===== config.mk =====
export PLATFORM = sky130hd
export DESIGN_NAME = pic_control_seq
export DESIGN_NICKNAME = d
export VERILOG_FILES = /design/src/rtl/pic_control_seq.sv
export SDC_FILE = /design/constraint.sdc
export NUM_CORES = 1
export LEC_CHECK = 0
export CAP_MARGIN = 40
export CORE_AREA = 5 5 86 68
export CTS_BUF_LIST = sky130_fd_sc_hd__clkbuf_16
export DETAILED_ROUTE_END_ITERATION = 8
export DIE_AREA = 0 0 91 73
export GPL_TIMING_DRIVEN = 0
export REMOVE_ABC_BUFFERS = 1
export SYNTH_ARGS = -nofsm -noshare
export SYNTH_HDL_FRONTEND = slang
export SYNTH_SLANG_ARGS = --single-unit

===== constraint.sdc =====
create_clock -name clk -period 1.6 [get_ports clk]
set_input_delay 0.32 -clock clk [delete_from_list [all_inputs] [get_ports clk]]
set_output_delay 0.32 -clock clk [all_outputs]
set_load 0.005 [all_outputs]

===== src/rtl/pic_control_seq.sv =====
// 8259-style PIC control sequencer: ICW1-4 init sequence, OCW1-3 handling
// and the two-pulse INTA acknowledge tracker.
module pic_control_seq (
  input  logic       clk,
  input  logic       rst_n,
  input  logic       wr,
  input  logic       A0,
  input  logic [7:0] din,
  input  logic       inta_n,
  input  logic       int_req,
  output logic       endOfinit,
  output logic       LTIM,
  output logic       SNGL,
  output logic       ICW4,
  output logic [4:0] vector,
  output logic [7:0] ICW3,
  output logic [7:0] IMR,
  output logic [2:0] OCW2,
  output logic [1:0] RR_RIS,
  output logic       OCW2Sent,
  output logic       imp1,
  output logic       endOfimp1,
  output logic       imp2,
  output logic       endOfimp2,
  output logic       INT
);

  typedef enum logic [1:0] {READY, W_ICW2, W_ICW3, W_ICW4} init_st_t;
  typedef enum logic [1:0] {A_IDLE, A_P1, A_GAP, A_P2} ack_st_t;

  init_st_t init_st;
  ack_st_t  ack_st;
  logic     ic4;
  logic     inta_d;
  logic     icw1, fall, rise;

  // ICW1 restarts initialisation from any state
  assign icw1 = wr & ~A0 & din[4];
  assign fall = inta_d & ~inta_n;
  assign rise = ~inta_d & inta_n;
  assign INT  = int_req & endOfinit;

  always_ff @(posedge clk) begin
    if (!rst_n) begin
      init_st   <= W_ICW2;
      endOfinit <= 1'b0;
      LTIM      <= 1'b0;
      SNGL      <= 1'b0;
      ICW4      <= 1'b0;
      ic4       <= 1'b0;
      vector    <= '0;
      ICW3      <= '0;
      IMR       <= '0;
      OCW2      <= '0;
      RR_RIS    <= 2'b10;
      OCW2Sent  <= 1'b0;
    end else begin
      OCW2Sent <= 1'b0;
      if (icw1) begin
        ic4       <= din[0];
        SNGL      <= din[1];
        LTIM      <= din[3];
        IMR       <= '0;
        ICW4      <= 1'b0;
        endOfinit <= 1'b0;
        RR_RIS    <= 2'b10;
        init_st   <= W_ICW2;
      end else if (wr) begin
        unique case (init_st)
          W_ICW2: if (A0) begin
            vector <= din[7:3];
            if (!SNGL) init_st <= W_ICW3;
            else if (ic4) init_st <= W_ICW4;
            else begin
              init_st   <= READY;
              endOfinit <= 1'b1;
            end
          end
          W_ICW3: if (A0) begin
            ICW3 <= din;
            if (ic4) init_st <= W_ICW4;
            else begin
              init_st   <= READY;
              endOfinit <= 1'b1;
            end
          end
          W_ICW4: if (A0) begin
            ICW4      <= din[1];
            init_st   <= READY;
            endOfinit <= 1'b1;
          end
          READY: begin
            // din[4]=1 with A0=0 is ICW1, so only OCW2/OCW3 remain here
            if (A0) IMR <= din;
            else if (din[4:3] == 2'b00) begin
              OCW2     <= din[7:5];
              OCW2Sent <= 1'b1;
            end else if (din[1]) RR_RIS <= din[1:0];
          end
        endcase
      end
    end
  end

  always_ff @(posedge clk) begin
    if (!rst_n) begin
      ack_st    <= A_IDLE;
      inta_d    <= 1'b1;
      imp1      <= 1'b0;
      endOfimp1 <= 1'b0;
      imp2      <= 1'b0;
      endOfimp2 <= 1'b0;
    end else begin
      inta_d    <= inta_n;
      imp1      <= 1'b0;
      endOfimp1 <= 1'b0;
      imp2      <= 1'b0;
      endOfimp2 <= 1'b0;
      if (icw1) ack_st <= A_IDLE;
      else begin
        unique case (ack_st)
          A_IDLE: if (fall && endOfinit) begin imp1 <= 1'b1;      ack_st <= A_P1;   end
          A_P1:   if (rise)              begin endOfimp1 <= 1'b1; ack_st <= A_GAP;  end
          A_GAP:  if (fall)              begin imp2 <= 1'b1;      ack_st <= A_P2;   end
          A_P2:   if (rise)              begin endOfimp2 <= 1'b1; ack_st <= A_IDLE; end
        endcase
      end
    end
  end

endmodule


# Yosys cells after proc, flatten, opt, wreduce, memory -nomap -nowiden

Cells that the tools add are included.

Equality and inequality tests: 14
Muxes and demuxes: 21
Bitwise gates (word level): 17
Reductions and logical operators: 20

Operator list:

| operator                                            | count |
|---|---|
| two-way mux 2 bit                                   | 9 |
| != test 2 bit, second input constant                | 8 |
| AND reduction 5 bit                                 | 3 |
| inverter 1 bit                                      | 12 |
| AND reduction 4 bit                                 | 3 |
| OR reduction 3 bit                                  | 4 |
| two-way mux 1 bit                                   | 9 |
| equality test 2 bit, second input constant          | 4 |
| case mux 2 bit (4 select lines)                     | 1 |
| zero test 2 bit                                     | 3 |
| case mux 2 bit (3 select lines)                     | 1 |
| AND reduction 3 bit                                 | 2 |
| AND reduction 6 bit                                 | 1 |
| AND 1 bit                                           | 5 |
| OR reduction 5 bit                                  | 1 |
| equality test 2 x 1 -> 1 bit, second input constant | 2 |
| case mux 1 bit (3 select lines)                     | 1 |
| nonzero test 3 bit                                  | 1 |
| OR reduction 2 bit                                  | 1 |
| logical AND 1 bit                                   | 1 |

Register bits: 40
Input bits: 14

# Logic depth before layout (Yosys ltp)

Gate-level depths: netlist (run 1).

Depth after elaboration: 5
Depth in mapped cells: 6

# Worst setup path after synthesis (run 1)

Ideal clock, no wire load.

Path kind: input -> register
Start: input port wr
End: register IMR[0]
Data arrival time: 1.176 ns
Path slack: 0.292 ns
Stages: 6
Buffers on the path: 2
Path through: buf_2 -> nand2_1 -> or3_1 -> clkbuf_1 -> nand2_1 -> a21oi_1

Longest elaborated chain between the ends: 3
Elaborated cells between the ends (all ways): 4
Classes of those cells: 2 x bitwise; 2 x reduce/logical

Ends and longest elaborated chain:

| item                                | line | source |
|---|---|---|
| start, declared                     | 6    | `input logic wr,` |
| AND 1 bit (2 in a row)              | 38   | `assign icw1 = wr & ~A0 & din[4];` |
| OR reduction 2 bit (no source line) | -    |  |
| end signal, assigned                | 94   | `if (A0) IMR <= din;` |
| end, declared                       | 17   | `output logic [7:0] IMR,` |

Parallel ways exist; a longest one is shown, timed or not.
A chain may end at the register's enable or synchronous reset.

# Final worst setup path (run 1)

Start: input port A0
End: register init_st[1]

Longest elaborated chain between the ends: 4
Elaborated cells between the ends (all ways): 8
Classes of those cells: 3 x eq/ne; 3 x bitwise; 2 x reduce/logical

Ends and longest elaborated chain:

| item                                | line | source |
|---|---|---|
| start, declared                     | 7    | `input logic A0,` |
| inverter 1 bit (no source line)     | -    |  |
| AND 1 bit (2 in a row)              | 38   |  |
| OR reduction 2 bit (no source line) | -    |  |
| end signal, assigned                | 45   | `init_st <= W_ICW2;` |
| end signal, assigned                | 67   | `init_st <= W_ICW2;` |
| end signal, assigned                | 72   | `if (!SNGL) init_st <= W_ICW3;` |
| end, declared                       | 31   | `init_st_t init_st;` |

Parallel ways exist; a longest one is shown, timed or not.

==> results of run 1 <==
==> registers in the layout, indices dropped and copies added, names as in the netlist, 2 cells and up <==
register,count
init_st,2
ack_st,2
OCW2,3
ICW3,8
vector,5
IMR,8
==> final cells by class <==
| type | instances | area (um^2) | area share, % |
|---|---|---|---|
| inverters | 3 | 11.3 | 0.468 |
| repair buffers | 55 | 531 | 22.1 |
| clock buffers | 5 | 125 | 5.20 |
| flip-flops and latches | 40 | 802 | 33.4 |
| well taps | 62 | 77.6 | 3.23 |
| clock inverters | 3 | 37.5 | 1.56 |
| multi-input cells | 127 | 821 | 34.1 |
==> power breakdown <==
| part | internal [W] | switching, W | leakage (nW) |
|---|---|---|---|
| Sequential | 0.00102 | 0.0000250 | 0.324 |
| Combinational | 0.000108 | 0.0000939 | 0.539 |
| Clock | 0.000724 | 0.000381 | 0.0789 |
==> Yosys cell counts (all sizes together) <==
| library cell | count |
|---|---|
| a21boi | 8 |
| a21oi | 10 |
| a22oi | 1 |
| and2 | 2 |
| and3 | 3 |
| and4 | 1 |
| buf | 5 |
| clkbuf | 4 |
| conb | 1 |
| dfxtp | 40 |
| ha | 5 |
| inv | 3 |
| mux2i | 15 |
| nand2 | 42 |
| nand2b | 1 |
| nand3b | 2 |
| nand4 | 1 |
| nand4b | 2 |
| nor2 | 7 |
| nor2b | 14 |
| nor3 | 1 |
| nor3b | 1 |
| nor4b | 1 |
| o211ai | 1 |
| o21a | 1 |
| o21ai | 4 |
| o21bai | 1 |
| or3 | 1 |
| or4b | 1 |
==> worst max path at each step <==
stage,from,to
2_1_floorplan,ack_st[1]$_SDFFE_PP0P_,ack_st[0]$_SDFFE_PP0P_
3_3_place_gp,A0,ICW3[4]$_SDFFE_PN0P_
3_5_place_dp,A0,ICW3[4]$_SDFFE_PN0P_
4_1_cts,A0,IMR[4]$_SDFFE_PP0P_
5_1_grt,wr,OCW2[2]$_SDFFE_PN0P_
6_report,A0,init_st[1]$_SDFFE_PP0P_
==> metal layers <==
metal,share of wire (%),vias up
li1,-,701
met1,51,596
met2,42,30
met3,5.5,4
met4,1.5,0
met5,0,-
==> critical path, stage by stage <==
cell and delay [ps]:
clkdlybuf4s50_1 630, nand2_4 140, or4b_1 520, a21oi_1 150
==> logic make-up after synthesis <==
logic type,after synthesis,share of synthesized area (%)
adder cells (fa/ha/maj),5,3.81
buffers and inverters,12,3.28
AO/OA/AOI/OAI,26,9.76
multiplexers,15,9.15
AND/OR/NAND/NOR,80,25.0
flip-flops,40,48.8
other,1,0.228
==> per-stage QoR <==
step / TNS (ps) / total power [W]
after floorplan: 0 / 0.00115
after global placement: -11180 / 0.00125
after detailed placement: -11970 / 0.00125
after CTS: 0 / 0.00236
after global routing: -14.7 / 0.00244
final: 0 / 0.00235
==> repair_timing <==
item                                    in CTS  in global routing
endpoints found under the hold margin        0                  0
pin swaps                                    1                  1
endpoints found under the setup margin      26                 20
setup buffers                                2                  5
resized for setup                            6                  5
==> summary.md, run 1 <==
| Metric | Value |
|---|---|
| Mapped Avg Cell Area | `9.17 um^2` |
| Sequential share of the synthesized area | `48.8%` |
| Final setup viols | `0` |
| Fin cells | `295` |
| Static Leakage | `0.942 nW` |
| First-pass GRT wire length | `6260 um` |
| CTS tree | `built` |
| Worst hold path endpoint | `IMR[1]$_SDFFE_PP0P_` |
| WS Path Type | `in2reg` |
| Commonest non-fill, non-tap cell in the layout | `clkdlybuf4s50_1` |
| Slew @ Worst Pin | `646 ps` |
| Busiest grt layer | `met1` |
| Number of buffers added on ports | `48` |
| Pins over their slew limit | `0` |
| Leading area contributor after synthesis | `dfxtp_1` |
| Worst setup EP type | `register` |
| Placed cells | `280` |
| Rows | `23` |
| Fin crit period | `1550 ps` |
| Fin nets | `251` |
| Crit path arrival time | `1760 ps` |
| GPL Wtd Cong | `0.783` |
| Clock Skews | `4.96 ps` |
| Initial antenna violation count | `0` |
| ANT nets after route | `0` |
| Initial Utilization | `32.6%` |
| CTS Buf Count | `5` |
| Post-synth cell types | `31` |
| CP startpoint kind | `primary input` |
| Min-delay worst type | `reg2reg` |
| Post-Syn Instances | `179` |
| Root Driver | `clkbuf_16` |
| R2R depth | `3` |
| Filler instances | `491` |
| Post-route cell area | `2400 um^2` |
| Fmax achieved | `0.646 GHz` |
| Via count | `1,331` |
| Drt pass-1 iters | `4` |
| Worst hold stages | `2` |
| Power per cell area | `978 nW/um^2` |
| Fin Hold WS | `455 ps` |
| Total number of H-tree levels | `2` |
| Status | `complete, no violations` |
| Grt met3 use | `4.85%` |
| Most frequent cells in the layout | `clkdlybuf4s50_1, nand2_1, dfxtp_1` |
| Core area | `5040 um^2` |
| Clk pin slew, worst setup/hold paths | `60 ps` |
| Relative slew slack | `56.9%` |
| Ranking of synthesized cells by area | `dfxtp_1, nand2_1, mux2i_1` |
| Final worst setup slack | `51.0 ps` |
| RSZ-0062 raised after global routing | `true` |
| Clock sinks | `40` |
| HPWL after DPL | `2840 um` |
| Final core occ | `47.8%` |
| DRT iter0 DRCs | `91` |
| Max Buffers Root-to-Sink | `2` |
| Post-Place Setup Slack | `-459 ps` |
| Reg2reg setup slack | `120 ps` |
| VDD IR-drop max | `0.454 mV` |
| Met1 Use GR | `17.4%` |
| Reg-to-Reg End | `vector[4]$_SDFFE_PN0P_` |
| Placed cell area | `2160 um^2` |
| Cell Area, Synth | `1640 um^2` |
| Hold_buf cts | `0` |
| Crit path max fanout | `7` |
| Share of cells above drive strength 1 | `9.44%` |
| Max Cap Viol | `0` |
| Met2 Usage GRT | `15.4%` |
| Later-pin clock latency in the skew report | `280 ps` |
| Die footprint | `6640 um^2` |
| Endpoints failing hold | `0` |
| Total grt overflow | `0` |
| Post-synth top area share | `48.8%` |
| Ratio of final minimum period to clock period | `96.8%` |
| Hold wc startpoint | `IMR[1]$_SDFFE_PP0P_` |
| Gr usage total | `12.1%` |
| # DRC | `0` |
| Yosys warnings | `0` |
| I/O Pins | `50` |
| Die height | `73 um` |
| Largest net degree at the start of global routing | `23` |
| Reg-to-Reg Start | `init_st[0]$_SDFFE_PP1P_` |
| Routed vias/inst | `4.51` |
| Number of synthesized register bits | `40` |
| Vias in the first global route | `1,253` |
| Die Span X | `91 um` |
| WL final | `3980 um` |
| Area grow syn2layout | `46.5%` |
| Worst endpoint required time | `1810 ps` |
| Antenna diode count | `0` |
| WL/cell | `13.5 um` |
Note: power is estimated with default switching activity, not from simulation.
==> run 2: changes to the inputs <==
CORE_AREA = 5 5 95 62   (was 5 5 86 68)
DIE_AREA = 0 0 100 67   (was 0 0 91 73)
clock period = 1.8 ns   (was 1.6 ns; I/O delays follow)
==> run 2 against run 1 <==
Compared with the run above:
- power is 12% lower
- core utilization is 0.43 points higher
- global-route usage hardly changed
- die area is 0.86% higher
- highest routed layer unchanged
- sequential power is 11% lower
- first-iteration DRC count is 35% lower
- non-clock buffer count is 6 lower
- critical endpoint unchanged
- critical path depth stayed put
- sequential cell count stayed put
- sequential share of layout area is 0.71 points higher
- critical path type unchanged
- wire length is 1.2% lower
- clock skew hardly changed
==> summary.md, run 2 (same netlist as run 1, synthesis figures left out) <==
| Metric | Value |
|---|---|
| Status | `complete, no violations` |
| Final setup viols | `0 (unchanged)` |
| WL/cell | `13.4 um (-0.48%)` |
| Max Buffers Root-to-Sink | `2 (unchanged)` |
| Internal power | `0.00164 W (-11%)` |
| DRT iter0 DRCs | `59 (-35%)` |
| Worst endpoint required time | `2000 ps (+190 ps)` |
| Fin crit period | `1660 ps` |
| Initial antenna violation count | `0 (unchanged)` |
| # DRC | `0 (unchanged)` |
| Worst setup EP type | `register` |
| Worst path max stage delay | `580 ps (-50 ps)` |
| First-pass GRT wire length | `6110 um (-2.4%)` |
| Fin nets | `245 (-2.4%)` |
| Fmax achieved | `0.602 GHz` |
| Later-pin clock latency in the skew report | `270 ps (about the same)` |
| Biggest regs | `ICW3 (8), IMR (8), vector (5)` |
| Slew @ Worst Pin | `649 ps (+2.63 ps)` |
| WL final | `3930 um (-1.2%)` |
| Drt pass-1 iters | `4 (unchanged)` |
| CP max stage cell | `clkdlybuf4s50_1` |
| Seq pwr share | `44.7% (+0.3 points)` |
| Placed cell area | `2160 um^2 (+0.23%)` |
| Most frequent cells in the layout | `clkdlybuf4s50_1, nand2_1, dfxtp_1` |
| Routed vias/inst | `4.49 (-0.38%)` |
| Area grow syn2layout | `43.2%` |
| HPWL after DPL | `2880 um (+1.3%)` |
| Switching part of the total | `20.7% (-0.55 points)` |
| Largest net degree at the start of global routing | `23 (unchanged)` |
| Via count | `1,317 (-1.1%)` |
| Endpoints failing hold | `0 (unchanged)` |
| Core area | `4880 um^2 (-3.1%)` |
| Clk pin slew, worst setup/hold paths | `60 ps (about the same)` |
| GPL Wtd Cong | `0.693 (-11%)` |
| ANT nets after route | `0 (unchanged)` |
| Min-delay worst type | `reg2reg` |
| Vias in the first global route | `1,224 (-2.3%)` |
| Commonest non-fill, non-tap cell in the layout | `clkdlybuf4s50_1` |
| Die footprint | `6700 um^2 (+0.86%)` |
| CP startpoint kind | `primary input` |
| I/O Pins | `50 (unchanged)` |
| Root Driver | `clkbuf_16` |
| Post-route cell area | `2350 um^2 (-2.2%)` |
| R2R depth | `3 (unchanged)` |
| Worst hold stages | `2 (unchanged)` |
| Clock sinks | `40 (unchanged)` |
| Crit path max fanout | `7 (unchanged)` |
| Number of buffers added on ports | `48 (unchanged)` |
| Share of cells above drive strength 1 | `5.73% (-3.7 points)` |
| Fin Setup TNS | `0 ps (unchanged)` |
| WP depth | `4 (unchanged)` |
| Pins over their slew limit | `0 (unchanged)` |
| Clock Skews | `4.56 ps (-0.402 ps)` |
| Static Leakage | `0.937 nW (-0.61%)` |
| CTS tree | `built` |
| Clock group share of total power | `47.0% (about the same)` |
| Power per cell area | `881 nW/um^2 (-9.9%)` |
| VDD IR-drop max | `0.604 mV (+33%)` |
| WS Path Type | `in2reg` |
| Max Cap Viol | `0 (unchanged)` |
| Die Span X | `100 um (+9.9%)` |
| Initial Utilization | `33.6% (+1.0 points)` |
| Critical path buffers and inverters | `1 (unchanged)` |
| Total grt overflow | `0 (unchanged)` |
| Cells along the critical path | `clkdlybuf4s50_1, nand2_1, or4b_1, a21oi_1` |
| RSZ-0062 raised after global routing | `false` |
| Antenna diode count | `0 (unchanged)` |
| Total number of H-tree levels | `2 (unchanged)` |
| Ratio of final minimum period to clock period | `92.3%` |
| CTS Buf Count | `5 (unchanged)` |
| Crit path arrival time | `1860 ps (+100 ps)` |
| Die height | `67 um (-8.2%)` |
| Rows | `20 (-13%)` |
| Top delay family on crit path | `simple AND/OR/NAND/NOR gates` |
| Logic pwr share | `8.3% (-0.3 points)` |
| Relative slew slack | `56.7% (-0.25 points)` |
| Switching power | `0.000429 W (-14%)` |
| Gr usage total | `12.0% (-0.025 points)` |
run 2: cell count changes in the layout (fill, tap and decap cells not counted), moves of 2 or more:
cell and delta:
buf_4 -6, clkinv_1 -2, dlygate4sd2_1 -2, dlymetal6s2s_1 +2, nand2_1 +2
run 2: cell type report:
class / count / area [um^2]
inverters: 3 / 11.3
repair buffers: 49 / 493
multi-input cells: 127 / 800
well taps: 66 / 82.6
clock buffers: 5 / 125
flip-flops and latches: 40 / 801
clock inverters: 3 / 38.8
fillers: 469 / 2530
run 2: path summary, 6_finish.rpt:
kind,start,to,slack (ps)
max,A0,init_st[1]$_SDFFE_PP0P_,140
min,IMR[6]$_SDFFE_PP0P_,IMR[6]$_SDFFE_PP0P_,450
max reg2reg,init_st[0]$_SDFFE_PP1P_,vector[2]$_SDFFE_PN0P_,320
min reg2reg,IMR[6]$_SDFFE_PP0P_,IMR[6]$_SDFFE_PP0P_,450
run 2: routing by layer:
layer,track usage (%),routed length [um]
met5,0,0
met4,4.54,55
met3,4.29,304
met2,16.1,1480
met1,17.3,2090
run 2: stage by stage:
| step | power [W] | std cells | util (%) | setup WS, ps | hold slack [ps] |
|---|---|---|---|---|---|
| floorplan | 0.00102 | 170 | - | 503 | 433 |
| global placement | 0.00111 | 284 | 44.3 | -282 | 445 |
| detailed placement | 0.00112 | 284 | 44.3 | -286 | 451 |
| CTS | 0.00210 | 292 | 47.8 | 21.3 | 457 |
| global route | 0.00215 | 293 | 48.2 | 22.7 | 476 |
| finish | 0.00207 | 293 | 48.2 | 139 | 453 |
run 2: power groups by stage:
stage | clock network, W | logic, W | registers (W)
final | 0.000973 | 0.000171 | 0.000927
after global placement | 0 | 0.000170 | 0.000945
after detailed placement | 0 | 0.000170 | 0.000945
after CTS | 0.00100 | 0.000172 | 0.000926
after global routing | 0.00103 | 0.000188 | 0.000930
after floorplan | 0 | 0.0000773 | 0.000942
run 2: worst reg2reg max path: cells and delay by family, from the launching register on:
kind             cells  cell delay [ps]
flip-flops           1              570
multiplexers         1              300
AND/OR/NAND/NOR      2              510
run 2: repair_timing:
action                     CTS  global route
hold buffers                 0             0
setup buffers                0             1
pin swaps                    0             1
setup endpoints to repair    1            23
resized for setup            1             4
==> run 3: changes to the inputs <==
CAP_MARGIN = default   (was 40)
clock period = 1.6 ns   (was 1.8 ns; I/O delays follow)
==> run 3 against run 2 <==
Compared with the run above:
- sequential power increased by 12%
- first-iteration DRC count rose by 6.8%
- clock skew about the same
- clock power increased by 12%
- sequential cell count unchanged
==> summary.md, run 3 (same netlist as run 1, synthesis figures left out) <==
| Metric | Value |
|---|---|
| Vias in the first global route | `1,220 (-0.33%)` |
| Grt met3 use | `4.29% (unchanged)` |
| Total grt overflow | `0 (unchanged)` |
| Min-delay worst type | `reg2reg` |
| Die height | `67 um (unchanged)` |
| Final setup viols | `0 (unchanged)` |
| Core area | `4880 um^2 (unchanged)` |
| Endpoints failing hold | `0 (unchanged)` |
| Fin Setup TNS | `0 ps (unchanged)` |
| Final worst setup slack | `92.0 ps (-47.5 ps)` |
| Busiest grt layer | `met1` |
| Max Buffers Root-to-Sink | `2 (unchanged)` |
| Placed cells | `284 (unchanged)` |
| Antenna diode count | `0 (unchanged)` |
| Initial antenna violation count | `0 (unchanged)` |
| ANT nets after route | `0 (unchanged)` |
| Clock sinks | `40 (unchanged)` |
| Max Cap Viol | `0 (unchanged)` |
| Slew @ Worst Pin | `658 ps (+9.47 ps)` |
| Clk pin slew, worst setup/hold paths | `60 ps (about the same)` |
| VDD IR-drop max | `0.680 mV (+13%)` |
| Gr usage total | `12.0% (-0.064 points)` |
| Drt pass-1 iters | `4 (unchanged)` |
| Status | `complete, no violations` |
| Routed vias/inst | `4.44 (-1.2%)` |
| Pins over their slew limit | `0 (unchanged)` |
| Static Leakage | `0.955 nW (+2.0%)` |
| Initial Utilization | `33.6% (unchanged)` |
| Fin crit period | `1510 ps` |
| Root Driver | `clkbuf_16` |
| First-pass GRT wire length | `6080 um (-0.46%)` |
| Fin nets | `248 (+1.2%)` |
| Total number of H-tree levels | `2 (unchanged)` |
| CTS tree | `built` |
| Later-pin clock latency in the skew report | `280 ps (about the same)` |
| Biggest regs | `ICW3 (8), IMR (8), vector (5)` |
| Post-Place Setup Slack | `-446 ps (-160 ps)` |
| Area grow syn2layout | `46.3%` |
| Worst endpoint required time | `1760 ps (-240 ps)` |
| Filler instances | `458 (-2.3%)` |
| Worst setup EP type | `register` |
| Most frequent cells in the layout | `clkdlybuf4s50_1, nand2_1, dfxtp_1` |
| Die footprint | `6700 um^2 (unchanged)` |
| Ratio of final minimum period to clock period | `94.3%` |
| WS Path Type | `in2reg` |
| WL final | `3910 um (-0.51%)` |
| Fin cells | `296 (+1.0%)` |
| Relative slew slack | `56.1% (-0.56 points)` |
| # DRC | `0 (unchanged)` |
| I/O Pins | `50 (unchanged)` |
| WL/cell | `13.2 um (-1.5%)` |
| CTS Buf Count | `5 (unchanged)` |
| Fmax achieved | `0.663 GHz` |
| Fin Hold WS | `453 ps (-0.229 ps)` |
| Commonest non-fill, non-tap cell in the layout | `clkdlybuf4s50_1` |
| Clock Skews | `4.16 ps (-0.395 ps)` |
| Share of cells above drive strength 1 | `7.83% (+2.1 points)` |
| Die Span X | `100 um (unchanged)` |
| Largest net degree at the start of global routing | `23 (unchanged)` |
| Power per cell area | `974 nW/um^2 (+11%)` |
| Rows | `20 (unchanged)` |
| DRT iter0 DRCs | `63 (+6.8%)` |
| Crit path max fanout | `10 (+3)` |
| CP startpoint kind | `primary input` |
| Number of buffers added on ports | `48 (unchanged)` |
| GPL Wtd Cong | `0.693 (unchanged)` |
| Met1 Use GR | `17.1% (-0.18 points)` |
| Via count | `1,314 (-0.23%)` |
| Met2 Usage GRT | `16.1% (unchanged)` |
| HPWL after DPL | `2880 um (unchanged)` |
| Crit path arrival time | `1670 ps (-190 ps)` |
## run 3: worst paths after layout
path	from	slack (ps)	end	cells past startpoint
worst min register to register	IMR[6]$_SDFFE_PP0P_	450	IMR[6]$_SDFFE_PP0P_	2
worst max register to register	init_st[1]$_SDFFE_PP0P_	180	init_st[0]$_SDFFE_PP1P_	2
worst max-delay path	din[4]	90	imp1$_SDFF_PP0_	4
worst min-delay path	IMR[6]$_SDFFE_PP0P_	450	IMR[6]$_SDFFE_PP0P_	2
## run 3: metrics by stage
| stage | cell area [um^2] | util, % | power, W |
|---|---|---|---|
| after floorplan | 1600 | - | 0.00115 |
| after global placement | 2160 | 44.3 | 0.00125 |
| after detailed placement | 2160 | 44.3 | 0.00126 |
| after CTS | 2360 | 48.5 | 0.00237 |
| after global routing | 2400 | 49.2 | 0.00243 |
| final | 2400 | 49.2 | 0.00234 |
## run 3: report_power, final
group	internal (W)	switching, W
sequential	0.00102	0.0000243
clock	0.000726	0.000368
combinational	0.000107	0.0000954
## run 3: layer usage
layer,vias to the layer above,share of wire (%)
met5,-,0
met4,0,1.4
met3,4,6.3
met2,28,39
met1,589,53
li1,693,-
## run 3: layout make-up
type	instances	area (um^2)	area share, %
Inverter	3	11.3	0.469
Sequential cell	40	801	33.3
Tap cell	66	82.6	3.44
Multi-Input combinational cell	127	818	34.1
Timing Repair Buffer	52	526	21.9
Clock inverter	3	38.8	1.61
Clock buffer	5	125	5.21
## run 3: critical path, stage by stage
cell and delay, ps:
clkdlybuf4s50_1 610, nand3b_1 210, and2_2 320, and4_1 210
## run 3: repair_timing
action | CTS | global route
hold buffers | 0 | 0
pin swaps | 1 | 1
setup endpoints to repair | 28 | 21
resized for setup | 7 | 4
cloned | 0 | 0
setup buffers | 1 | 3
